## config.mk

```make
export PLATFORM = sky130hd
export DESIGN_NAME = uart_rx_flat
export DESIGN_NICKNAME = d
export VERILOG_FILES = /design/src/rtl/uart_rx_if.sv /design/src/rtl/uart_rx.sv /design/src/flat_wrapper.sv
export SDC_FILE = /design/constraint.sdc
export NUM_CORES = 1
export LEC_CHECK = 0
export CAP_MARGIN = 15
export CORE_MARGIN = 4
export CORE_UTILIZATION = 46
export DETAILED_ROUTE_END_ITERATION = 7
export GPL_TIMING_DRIVEN = 0
export HOLD_SLACK_MARGIN = 0.05
export PLACE_DENSITY_LB_ADDON = 0.12
export SLEW_MARGIN = 20
export SYNTH_ARGS = -nofsm -noshare
export SYNTH_HDL_FRONTEND = slang
export SYNTH_SLANG_ARGS = --single-unit
```

## constraint.sdc

```tcl
create_clock -name clk -period 1.7 [get_ports clk]
set_input_delay 0.255 -clock clk [delete_from_list [all_inputs] [get_ports clk]]
set_output_delay 0.255 -clock clk [all_outputs]
set_load 0.02 [all_outputs]
```

## src/rtl/uart_rx_if.sv

```systemverilog
// Serial receive interface: the raw line into the receiver and the decoded byte/status out of it.
interface uart_rx_if;
    logic       rxd;
    logic [7:0] rx_data;
    logic       rx_valid;
    logic       rx_frame_err;
    logic       rx_busy;

    modport master (
        output rxd,
        input  rx_data,
        input  rx_valid,
        input  rx_frame_err,
        input  rx_busy
    );

    modport slave (
        input  rxd,
        output rx_data,
        output rx_valid,
        output rx_frame_err,
        output rx_busy
    );
endinterface

```

## src/rtl/uart_rx.sv

```systemverilog
// 8N1 UART receiver: 16x oversampling from a phase accumulator, 2-of-3 majority vote per bit,
// one-cycle rx_valid / rx_frame_err pulses.
module uart_rx #(
    parameter int unsigned CLK_FREQUENCY = 24_000_000,
    parameter int unsigned BAUD          = 9600,
    parameter int unsigned ACC_WIDTH     = 17
) (
    input  logic     clk,
    input  logic     rst_n,
    uart_rx_if.slave rx_if
);

    localparam longint unsigned OsIncWide =
        ((longint'(BAUD) * 64'd16) << ACC_WIDTH) / longint'(CLK_FREQUENCY);
    localparam logic [ACC_WIDTH:0] OS_INC = (ACC_WIDTH + 1)'(OsIncWide);

    typedef enum logic [1:0] {StIdle, StStart, StData, StStop} state_e;

    state_e             state_q, state_d;
    logic               rxd_m_q, rxd_s_q, rxd_p_q;
    logic [ACC_WIDTH:0] acc_q, acc_d;
    logic               os_tick_q, os_tick_d;
    logic [3:0]         os_cnt_q, os_cnt_d;
    logic [2:0]         bit_cnt_q, bit_cnt_d;
    logic [7:0]         shreg_q, shreg_d;
    logic [1:0]         samp_q, samp_d;
    logic [7:0]         data_q, data_d;
    logic               valid_q, valid_d;
    logic               ferr_q, ferr_d;

    logic start_edge, decide, wrap, maj;

    assign start_edge = (state_q == StIdle) && rxd_p_q && !rxd_s_q;
    assign decide     = os_tick_q && (os_cnt_q == 4'd9);
    assign wrap       = os_tick_q && (os_cnt_q == 4'd15);
    // samp_q holds the os_cnt=7/8 samples; the os_cnt=9 sample is the live value
    assign maj        = (samp_q[0] & samp_q[1]) | (samp_q[0] & rxd_s_q) | (samp_q[1] & rxd_s_q);

    // State register and datapath flops
    always_ff @(posedge clk or negedge rst_n) begin
        if (!rst_n) begin
            state_q   <= StIdle;
            rxd_m_q   <= 1'b1;
            rxd_s_q   <= 1'b1;
            rxd_p_q   <= 1'b1;
            acc_q     <= '0;
            os_tick_q <= 1'b0;
            os_cnt_q  <= '0;
            bit_cnt_q <= '0;
            shreg_q   <= '0;
            samp_q    <= '0;
            data_q    <= '0;
            valid_q   <= 1'b0;
            ferr_q    <= 1'b0;
        end else begin
            state_q   <= state_d;
            rxd_m_q   <= rx_if.rxd;
            rxd_s_q   <= rxd_m_q;
            rxd_p_q   <= rxd_s_q;
            acc_q     <= acc_d;
            os_tick_q <= os_tick_d;
            os_cnt_q  <= os_cnt_d;
            bit_cnt_q <= bit_cnt_d;
            shreg_q   <= shreg_d;
            samp_q    <= samp_d;
            data_q    <= data_d;
            valid_q   <= valid_d;
            ferr_q    <= ferr_d;
        end
    end

    // Next state
    always_comb begin
        state_d = state_q;
        unique case (state_q)
            StIdle:  if (start_edge) state_d = StStart;
            StStart: begin
                if (decide && maj) begin
                    state_d = StIdle;
                end else if (wrap) begin
                    state_d = StData;
                end
            end
            StData:  if (wrap && (bit_cnt_q == 3'd7)) state_d = StStop;
            // Leave before the wrap so a back-to-back start edge is not missed
            StStop:  if (decide) state_d = StIdle;
            default: state_d = StIdle;
        endcase
    end

    // Datapath next-state
    always_comb begin
        acc_d     = {1'b0, acc_q[ACC_WIDTH-1:0]} + OS_INC;
        os_tick_d = acc_q[ACC_WIDTH];
        os_cnt_d  = os_tick_q ? os_cnt_q + 4'd1 : os_cnt_q;
        bit_cnt_d = bit_cnt_q;
        shreg_d   = shreg_q;
        samp_d    = samp_q;
        data_d    = data_q;
        valid_d   = 1'b0;
        ferr_d    = 1'b0;

        if (os_tick_q && (os_cnt_q == 4'd7)) samp_d[0] = rxd_s_q;
        if (os_tick_q && (os_cnt_q == 4'd8)) samp_d[1] = rxd_s_q;

        // Re-phase the oversample grid to the start edge
        if (start_edge) begin
            acc_d     = '0;
            os_tick_d = 1'b0;
            os_cnt_d  = '0;
            bit_cnt_d = '0;
        end

        if (state_q == StData) begin
            if (decide) shreg_d = {maj, shreg_q[7:1]};
            if (wrap && (bit_cnt_q != 3'd7)) bit_cnt_d = bit_cnt_q + 3'd1;
        end

        if ((state_q == StStop) && decide) begin
            valid_d = maj;
            ferr_d  = !maj;
            if (maj) data_d = shreg_q;
        end
    end

    // Outputs
    always_comb begin
        rx_if.rx_data      = data_q;
        rx_if.rx_valid     = valid_q;
        rx_if.rx_frame_err = ferr_q;
        rx_if.rx_busy      = (state_q != StIdle);
    end

endmodule
```

## src/flat_wrapper.sv

```systemverilog
// flat-port wrapper written by rule: the top's interface ports become plain ports
module uart_rx_flat 
#(
    parameter int unsigned CLK_FREQUENCY = 24_000_000,
    parameter int unsigned BAUD          = 9600,
    parameter int unsigned ACC_WIDTH     = 17
)
  (clk, rst_n, rx_if_rxd, rx_if_rx_data, rx_if_rx_valid, rx_if_rx_frame_err, rx_if_rx_busy);
  uart_rx_if rx_if_i ();
  input  logic clk;
  input  logic rst_n;
  input wire logic [$bits(rx_if_i.rxd)-1:0] rx_if_rxd;
  output wire logic [$bits(rx_if_i.rx_data)-1:0] rx_if_rx_data;
  output wire logic [$bits(rx_if_i.rx_valid)-1:0] rx_if_rx_valid;
  output wire logic [$bits(rx_if_i.rx_frame_err)-1:0] rx_if_rx_frame_err;
  output wire logic [$bits(rx_if_i.rx_busy)-1:0] rx_if_rx_busy;
  assign rx_if_i.rxd = rx_if_rxd;
  assign rx_if_rx_data = rx_if_i.rx_data;
  assign rx_if_rx_valid = rx_if_i.rx_valid;
  assign rx_if_rx_frame_err = rx_if_i.rx_frame_err;
  assign rx_if_rx_busy = rx_if_i.rx_busy;
  uart_rx #(.CLK_FREQUENCY(CLK_FREQUENCY), .BAUD(BAUD), .ACC_WIDTH(ACC_WIDTH)) u_core (.clk(clk), .rst_n(rst_n), .rx_if(rx_if_i));
endmodule
```

==> results_dict.tcl, run 1 <==
set metrics [dict create \
    fin_cells 283 \
    wl_per_cell_um 13.50 \
    hold_violations 0 \
    synth_xor_area_share_pct 3.496 \
    synth_compound_area_share_pct 8.879 \
    cts_root_buffer "clkbuf_8" \
    internal-power_w 0.002036 \
    die_h_um 78.01 \
    min_from "u_core.rxd_m_q" \
    cts_max_level 2 \
    synth_cell_types 46 \
    synth_flop_cell "dfrtp_1" \
    start_util_pct 47.74 \
    synth_area_mm2 0.002255 \
    rsz0062_at_grt "yes" \
    rows 25 \
    seq_area_frac_synth_pct 55.66 \
    r2r-end "u_core.shreg_q[1]" \
    grt_max_degree 30 \
    io_buffers 13 \
    fin_skew_ns 0.004106 \
    endpoint_kind "register" \
    grt_antenna_before_repair 0 \
    min_period_ns 1.639 \
    synth_edf_count 0 \
    clock.fmax_ghz 0.6100 \
    hold_class "reg2reg" \
    dieArea_mm2 0.006086 \
    synth_cells 187 \
    tightest_slew_ns 0.5107 \
    io_pins 14 \
    ff2ff_path_depth 6 \
    drv_slew 0 \
    power_switching_w 0.0009393 \
    tritoncts "done" \
    core_area_mm2 0.004723 \
    avgSynthCellArea_um2 12.06 \
    grt-ovfl-total 0 \
    p_leak_nw 1.234 \
    power_density_mw_per_mm2 1121 \
    dp_cells 268 \
    fin_util_pct 56.19 \
    ys_warn_count 0 \
    wl_um 3820 \
    dpl-instance-area_mm2 0.002484 \
    clkTransAtPathRegs_ns 0.09 \
    clock_path_buffers 2 \
    seq_power_share_pct 53.6 \
    vias_per_cell 5.216 \
    p_comb_share_pct 23.0 \
    final_area_mm2 0.002654 \
    first_iter_violations 18 \
    multiInputGateArea_um2 939.7 \
    synth_top_family_by_area "simple AND/OR/NAND/NOR gates" \
    dpl.hpwl_um 2613 \
    grt_pass1_vias 1495 \
    worstSkewPairLatency_ns 0.29 \
    yosys.area_share.simple_pct 15.15 \
    final_nets 224 \
    crit_type "reg2reg" \
    cts_buffers 5 \
    grt_use_total_pct 13.88 \
    drc 0 \
    syn2layout_area_growth_pct 17.70 \
    pwr-share-clk_pct 23.4 \
    clock_sinks 50 \
    finalSetupViolCount 0 \
    whs_path_depth 0 \
    irDropWorstVdd_mv 0.6977 \
    layout_common_cells "47 x dfrtp_1, 18 x mux2_2, 17 x nor2_1, 11 x o21ai_0, 11 x clkdlybuf4s50_1" \
    place_congestion 0.8169 \
    slew-limit-headroom_pct 65.95 \
    critPathLaunchType "register" \
    async_reset_ff_share_pct 100.0 \
    timing.final.crit_share_pct 96.44 \
    synthAdderAreaFrac_pct 3.774 \
    tns_ns 0 \
    switching_share_pct 31.57 \
    status "finished clean" \
    synthMuxAreaShare_pct 9.434 \
    rrSetupSlack_ns 0.06 \
    cp_max_fo 8 \
    dr.pass1.iters 4 \
    ff_latch_area_mm2 0.001255 \
    grt_pass1_wl_um 6720 \
    holdPathEnd "u_core.rxd_s_q" \
    n_antenna_cell 0 \
    drtAntennaViolNets 0 \
    r2r_start "u_core.os_cnt_q[1]" \
    layout_commonest_cell "dfrtp_1" \
    via_count 1476 \
    crit_arrival_ns 1.82 \
    drive_gt1_share_pct 25.00 \
    die_x_um 78.01 \
    syn-num-nets 196 \
    maxCapViolations 0 \
    ys_ff_latch 50 \
    crit_required_ns 1.88 \
    fill_cells 409 \
]
## logic make-up after synthesis
group           after synthesis
buf+inv                      14
compound gates               31
fa+ha+maj                     7
simple gates                 57
xor+xnor                      9
mux                          19
flops                        50
## cell usage after synthesis, types with 2 or more instances
| cell type | count | area share (%) |
|---|---|---|
| xor2_1 | 4 | 1.6 |
| nand3_1 | 6 | 1.3 |
| mux2_2 | 18 | 9.0 |
| nand2_1 | 9 | 1.5 |
| dfrtp_1 | 47 | 52 |
| a31o_1 | 2 | 0.78 |
| a21oi_1 | 8 | 1.8 |
| xnor2_1 | 5 | 1.9 |
| nand2_2 | 2 | 0.55 |
| and4_1 | 2 | 0.78 |
| inv_1 | 7 | 1.2 |
| or3_1 | 3 | 0.83 |
| nor2b_1 | 2 | 0.55 |
| dfstp_2 | 3 | 3.5 |
| nor2_1 | 17 | 2.8 |
| o21ai_0 | 11 | 2.4 |
| buf_6 | 2 | 1.0 |
| and2_1 | 2 | 0.55 |
| buf_4 | 3 | 1.0 |
| nor3b_1 | 3 | 1.0 |
| ha_1 | 6 | 3.3 |
## state kept, by name, indices dropped and copies added (netlist names), named ones only
| signal | count |
|---|---|
| u_core.rxd_s_q | 1 |
| u_core.rxd_m_q | 1 |
| u_core.samp_q | 2 |
| u_core.state_q | 1 |
| u_core.rx_if.rx_valid | 1 |
| u_core.bit_cnt_q | 3 |
| u_core.rxd_p_q | 1 |
| u_core.os_tick_q | 1 |
| u_core.rx_if.rx_frame_err | 1 |
| u_core.os_cnt_q | 4 |
| u_core.shreg_q | 8 |
| u_core.rx_if.rx_data | 8 |
| u_core.acc_q | 17 |
## worst max path at each step
stage	startpoint	slack [ns]	end
2_1_floorplan	u_core.os_cnt_q[0]	0.10	u_core.rx_if.rx_data[0]
3_3_place_gp	rst_n	-0.93	u_core.shreg_q[0]
3_5_place_dp	u_core.os_cnt_q[0]	-0.07	u_core.rx_if.rx_data[1]
4_1_cts	u_core.state_q[0]	0.01	u_core.acc_q[12]
5_1_grt	u_core.state_q[0]	-0.003	rx_if_rx_busy
6_report	u_core.os_cnt_q[1]	0.06	u_core.shreg_q[1]
## power by group through the flow
stage                     sequential (W)  combinational (W)  clock [W]
final                            0.00159           0.000684   0.000697
after global placement           0.00159           0.000626          0
after CTS                        0.00158           0.000682   0.000731
after detailed placement         0.00160           0.000674          0
after global routing             0.00162           0.000784   0.000784
after floorplan                  0.00156           0.000541          0
## critical path, cell delays in order, from the launching register on
cell and delay (ns):
dfrtp_1 0.42, inv_2 0.07, ha_1 0.12, and4b_1 0.24, and3b_1 0.20, buf_6 0.14, mux2_2 0.34
## cell type report
| type | instances | share of cell area, % |
|---|---|---|
| Sequential cell | 50 | 47.29 |
| Timing Repair Buffer | 20 | 7.261 |
| Clock buffer | 6 | 3.112 |
| Inverter | 7 | 0.9901 |
| Clock inverter | 2 | 0.4715 |
| Tap cell | 67 | 3.159 |
| Multi-Input combinational cell | 124 | 35.41 |
| Buffer | 7 | 2.310 |
## routing by layer
| layer | GRT usage (%) | vias to the layer above | share of wire, % |
|---|---|---|---|
| li1 | - | 716 | - |
| met1 | 17.27 | 730 | 47 |
| met4 | 5.594 | 0 | 1.1 |
| met2 | 23.37 | 26 | 49 |
| met3 | 3.211 | 4 | 2.8 |
| met5 | 0 | - | 0 |
## per-stage QoR
step | hold slack (ns) | setup WS (ns) | total power (W)
floorplan | -0.04059 | 0.1026 | 0.002100
global placement | 0.3501 | -0.9323 | 0.002214
detailed placement | 0.2540 | -0.06502 | 0.002278
CTS | 0.3615 | 0.01100 | 0.002994
global route | 0.3593 | -0.002816 | 0.003193
finish | 0.3647 | 0.06053 | 0.002975
## repair_timing
action,CTS,global route
hold endpoints to repair,19,0
cloned,0,1
pin swaps,1,3
buffers inserted,1,4
resized for setup,3,6
setup endpoints to repair,18,31
hold buffers,1,0
Power figures use the tool's default switching activity.
==> run 2: changes to the inputs <==
--- a/config.mk
+++ b/config.mk
@@ -6,6 +6,7 @@
 export NUM_CORES = 1
 export LEC_CHECK = 0
 export CAP_MARGIN = 15
+export CORE_ASPECT_RATIO = 1.1
 export CORE_MARGIN = 4
 export CORE_UTILIZATION = 46
 export DETAILED_ROUTE_END_ITERATION = 7
==> results_dict.tcl, run 2 (synthesis results as in run 1) <==
set metrics [dict create \
    grt-ovfl-total 0 \
    fin_util_pct 56.28 \
    cts_buffers 5 \
    io_buffers 13 \
    crit_arrival_ns 1.80 \
    crit_type "reg2reg" \
    irDropWorstVdd_mv 0.6619 \
    cp_max_fo 8 \
    clock_path_buffers 2 \
    tritoncts "done" \
    critPathSlowestCell "dfrtp_1" \
    clock.fmax_ghz 0.6210 \
    dpl-instance-area_mm2 0.002477 \
    final_nets 222 \
    grt_use_total_pct 14.66 \
    grt_max_degree 27 \
    slew-limit-headroom_pct 58.36 \
    first_iter_violations 35 \
    wl_um 3937 \
    final_area_mm2 0.002636 \
    layout_commonest_cell "dfrtp_1" \
    power_w 0.002936 \
    via_count 1449 \
    clock_sinks 50 \
    fill_cells 399 \
    layout_common_cells "47 x dfrtp_1, 18 x mux2_2, 17 x nor2_1, 11 x o21ai_0, 11 x clkdlybuf4s50_1" \
    maxCapViolations 0 \
    place_congestion 0.8008 \
    wl_per_cell_um 14.58 \
    cts_root_buffer "clkbuf_8" \
    die_h_um 81.43 \
    n_antenna_cell 0 \
    grt_pass1_wl_um 6720 \
    syn2layout_area_growth_pct 16.93 \
    rows 26 \
    hold_class "in2reg" \
    critPathLaunchType "register" \
    crit_chain "inv_1 -> ha_1 -> and4b_1 -> and3b_1 -> buf_6 -> mux2_2" \
    start_util_pct 48.13 \
    critical-path-max-stage-delay_ns 0.39 \
    finalSetupViolCount 0 \
    core_area_mm2 0.004684 \
    min_period_ns 1.610 \
    hold_violations 0 \
    grt_pass1_vias 1431 \
    power_density_mw_per_mm2 1114 \
    io_pins 14 \
    dieArea_mm2 0.006087 \
    vias_per_cell 5.367 \
    dp_cells 257 \
    timing.final.crit_share_pct 94.72 \
    largest_reg_flops 17 \
    p_leak_nw 1.244 \
    drv_slew 0 \
    dr.pass1.iters 4 \
    drive_gt1_share_pct 23.83 \
    clkTransAtPathRegs_ns 0.09 \
    endpoint_kind "register" \
    grt_antenna_before_repair 0 \
    fin_skew_ns 0.006598 \
    drtAntennaViolNets 0 \
    dpl.hpwl_um 2708 \
    top_register "u_core.acc_q" \
    fin_cells 270 \
    tns_ns 0 \
    worstSkewPairLatency_ns 0.30 \
    die_x_um 74.75 \
    tightest_slew_ns 0.6246 \
    cts_max_level 2 \
    status "finished clean" \
    drc 0 \
    crit_required_ns 1.89 \
]
## run 2: per-layer routing
metal	global-route usage (%)	up-vias	routed length, um
met1	17.93	727	1745
met3	3.794	6	96
met5	0	-	0
met2	24.69	11	2036
li1	-	705	-
met4	5.694	0	59
## run 2: timing repair
item	4_1_cts	5_1_grt
cloned	0	1
endpoints found under the setup margin	17	31
hold buffers	1	0
resized for setup	3	7
setup buffers	1	2
hold endpoints to repair	21	0
pin swaps	0	2
## run 2: where the power goes
part	switching [W]	leakage [nW]	internal [W]
registers	0.000209	0.653	0.00138
clock network	0.000388	0.0452	0.000291
logic	0.000344	0.545	0.000330
total	0.000940	1.24	0.00200
## run 2: metrics by stage
stage / worst slack [ns] / hold WS [ns]
finish: 0.08979 / 0.3550
global route: -0.002211 / 0.3544
CTS: 0.006987 / 0.3470
detailed placement: -0.04377 / 0.3109
global placement: -0.9232 / 0.3482
floorplan: 0.1026 / -0.04059
## run 2: final cells by class
cell class                 instances  area, um^2  share of cell area [%]
sequential                        50        1255                   47.60
clock buffer                       6       72.57                   2.753
buffer                             7       61.31                   2.326
clock inverter                     2       13.76                  0.5221
multi-input combinational        124       944.7                   35.83
timing repair buffer              18       192.7                   7.309
inverter                           7       26.28                  0.9967
tap                               56       70.07                   2.658
## run 2: final timing paths
path / cells past startpoint / endpoint / startpoint / slack (ns)
setup / recovery: 6 / u_core.shreg_q[1] / u_core.os_cnt_q[1] / 0.09
hold / removal: 1 / u_core.rxd_m_q / rx_if_rxd / 0.35
setup reg to reg: 6 / u_core.shreg_q[1] / u_core.os_cnt_q[1] / 0.09
hold reg to reg: 0 / u_core.rxd_s_q / u_core.rxd_m_q / 0.35
max in group asynchronous: 3 / u_core.rx_if.rx_data[2] / rst_n / 0.66
min in group asynchronous: 2 / asynchronous set/reset pin / rst_n / 0.50
## run 2: critical path: cells and delay by family, from the launching register on
| family | cells | cell delay [ns] |
|---|---|---|
| fa+ha+maj | 1 | 0.13 |
| buf+inv | 2 | 0.22 |
| flops | 1 | 0.39 |
| mux | 1 | 0.34 |
| simple gates | 2 | 0.42 |
==> run 3: changes to the inputs <==
--- a/config.mk
+++ b/config.mk
@@ -5,10 +5,12 @@
 export SDC_FILE = /design/constraint.sdc
 export NUM_CORES = 1
 export LEC_CHECK = 0
+export ABC_AREA = 1
 export CAP_MARGIN = 15
 export CORE_ASPECT_RATIO = 1.1
 export CORE_MARGIN = 4
 export CORE_UTILIZATION = 46
+export CTS_CLUSTER_SIZE = 28
 export DETAILED_ROUTE_END_ITERATION = 7
 export GPL_TIMING_DRIVEN = 0
 export HOLD_SLACK_MARGIN = 0.05
==> results_dict.tcl, run 3 <==
set metrics [dict create \
    status "finished clean" \
    io_buffers 13 \
    internal-power_w 0.002058 \
    dp_cells 344 \
    drtAntennaViolNets 0 \
    vias_per_cell 4.887 \
    tns_ns 0 \
    post_cts_buffers 0 \
    min_period_ns 1.557 \
    cp_max_fo 6 \
    fill_cells 484 \
    crit_type "reg2out" \
    largest_reg_flops 17 \
    synth_cell_types 24 \
    crit_chain "nor2_1 -> inv_1 -> dlygate4sd2_1" \
    p_leak_nw 1.322 \
    finalSetupViolCount 0 \
    grt-ovfl-total 0 \
    place_congestion 0.7517 \
    irDropWorstVdd_mv 0.7011 \
    netlist.area_leader.share_pct 49.81 \
    layout_common_cells "61 x nand2_1, 47 x dfrtp_1, 40 x inv_1, 25 x nor2_1, 20 x o21ai_0" \
    cts_root_buffer "clkbuf_8" \
    ys_warn_count 0 \
    path_buf_inv 2 \
    fin_cells 353 \
    timing.final.crit_share_pct 91.58 \
    dieArea_mm2 0.006344 \
    slew-limit-headroom_pct 58.87 \
    hold_class "reg2reg" \
    ff_latch_area_mm2 0.001255 \
    drc 0 \
    via_count 1725 \
    dp_slack_ns 0.1619 \
    synth.area.top_cells "dfrtp_1 50%, nand2_1 9.7%, inv_1 6.4%" \
    yosys-top-cells-count "61 x nand2_1, 47 x dfrtp_1, 40 x inv_1" \
    synth_most_common_cell "nand2_1" \
    clock.fmax_ghz 0.6423 \
    dpl-instance-area_mm2 0.002561 \
    wl_per_cell_um 11.03 \
    grt_max_degree 51 \
    start_util_pct 47.22 \
    crit_required_ns 1.44 \
    syn2layout_area_growth_pct 13.30 \
    final_nets 303 \
    crit_arrival_ns 1.30 \
    async_reset_ff_share_pct 100.0 \
    power_switching_w 0.001103 \
    drv_slew 0 \
    layout_commonest_cell "nand2_1" \
    rows 27 \
    io_pins 14 \
    critical-path-max-stage-delay_ns 0.44 \
    r2r_start "u_core.os_cnt_q[1]" \
    n_antenna_cell 0 \
    multiInputGateArea_um2 905.9 \
    synth_flop_cell "dfrtp_1" \
    grt_pass1_vias 1723 \
    hold_violations 0 \
    grt_pass1_wl_um 7224 \
    critPathLaunchType "register" \
    ys_ff_latch 50 \
    p_comb_share_pct 26.5 \
    synth_area_mm2 0.002361 \
    synth_cells 273 \
    dpl.hpwl_um 2744 \
    synth_edf_count 0 \
    power_density_mw_per_mm2 1182 \
    finalWorstSetupSlack_ns 0.1431 \
    min_from "u_core.rxd_m_q" \
    tritoncts "done" \
    core_area_mm2 0.005000 \
    maxCapViolations 0 \
    dr.pass1.iters 4 \
    first_iter_violations 61 \
    die_x_um 76.31 \
    tightest_slew_ns 0.6169 \
    avgSynthCellArea_um2 8.648 \
    wl_um 3892 \
    syn-num-nets 282 \
    seq_area_frac_synth_pct 53.15 \
    cp_top_family "flip-flops" \
    critPathSlowestCell "dfrtp_1" \
    yosys.area.top_type "dfrtp_1" \
    cts_buffers 5 \
    worstSkewPairLatency_ns 0.30 \
    die_h_um 83.14 \
    seq_power_share_pct 49.2 \
    clock_path_buffers 2 \
    fin_skew_ns 0.006859 \
    clock_sinks 50 \
    clkTransAtPathRegs_ns 0.09 \
    grt_antenna_before_repair 0 \
    fin_util_pct 53.50 \
    rsz0062_at_grt "no" \
    endpoint_kind "output pin" \
    cts_max_level 2 \
    grt_use_total_pct 13.71 \
    final_area_mm2 0.002675 \
    drive_gt1_share_pct 12.54 \
    top_register "u_core.acc_q" \
    switching_share_pct 34.90 \
    pwr-share-clk_pct 24.4 \
]
run 3: cell count changes after synthesis, sizes merged, moves of 4 or more:
cell   delta
a21oi     +5
o21ai    +14
xnor2     -5
nor2     +13
nor3      +7
nand2    +54
mux2     -18
nand3    +10
nor3b     -4
inv      +35
run 3: power by group through the flow:
stage,logic (W),clock network (W),registers (W)
after floorplan,0.000678,0,0.00154
after global placement,0.000827,0,0.00158
after detailed placement,0.000858,0,0.00157
after CTS,0.000855,0.000794,0.00155
after global routing,0.00100,0.000842,0.00159
final,0.000837,0.000771,0.00155
run 3: kinds of logic after synthesis:
logic type	after synthesis	share of synthesized area, %
compound gates	44	10.65
flops	50	53.15
xor+xnor	2	0.7421
fa+ha+maj	6	3.180
buf+inv	47	8.479
simple gates	124	23.79
run 3: cell type report:
type / instances / share of cell area [%]
plain buffers: 5 / 1.590
clock buffers: 7 / 3.601
clock inverters: 1 / 0.3274
inverters: 42 / 5.893
multi-input cells: 176 / 33.86
flip-flops and latches: 50 / 46.91
well taps: 58 / 2.713
repair buffers: 14 / 5.098
run 3: routing by layer:
metal | routed length (um) | global-route usage (%) | part of all wire (%)
met3 | 101 | 3.037 | 2.6
met1 | 1914 | 16.77 | 49
met4 | 59 | 4.613 | 1.5
met2 | 1815 | 23.82 | 47
met5 | 0 | 0 | 0
run 3: metrics by stage:
step	power [W]	hold slack, ns
2_1_floorplan	0.002219	-0.04059
3_3_place_gp	0.002404	0.3469
3_5_place_dp	0.002432	0.3246
4_1_cts	0.003202	0.3626
5_1_grt	0.003434	0.3669
6_report	0.003162	0.3628
run 3: worst register-to-register path: stages (launching register included):
cell	delay (ns)
dfrtp_1	0.41
inv_1	0.12
ha_1	0.18
nand3_1	0.08
nor2_1	0.09
nand2_1	0.10
inv_1	0.08
nand2_2	0.10
buf_6	0.17
nand2_1	0.07
o21ai_2	0.05
run 3: worst paths after layout:
check | to | slack [ns] | cells after the start
min | u_core.rxd_s_q | 0.36 | 0
max in group asynchronous | u_core.samp_q[0] | 0.78 | 2
min reg2reg | u_core.rxd_s_q | 0.36 | 0
min in group asynchronous | u_core.bit_cnt_q[2] | 0.50 | 2
max reg2reg | u_core.rx_if.rx_data[2] | 0.16 | 10
max | rx_if_rx_busy | 0.14 | 3
run 3: repair_timing:
| action | in CTS | in global routing |
|---|---|---|
| gates resized for setup | 1 | 0 |
| hold endpoints to repair | 47 | 0 |
| endpoints found under the setup margin | 1 | 0 |
| hold buffers | 1 | 0 |
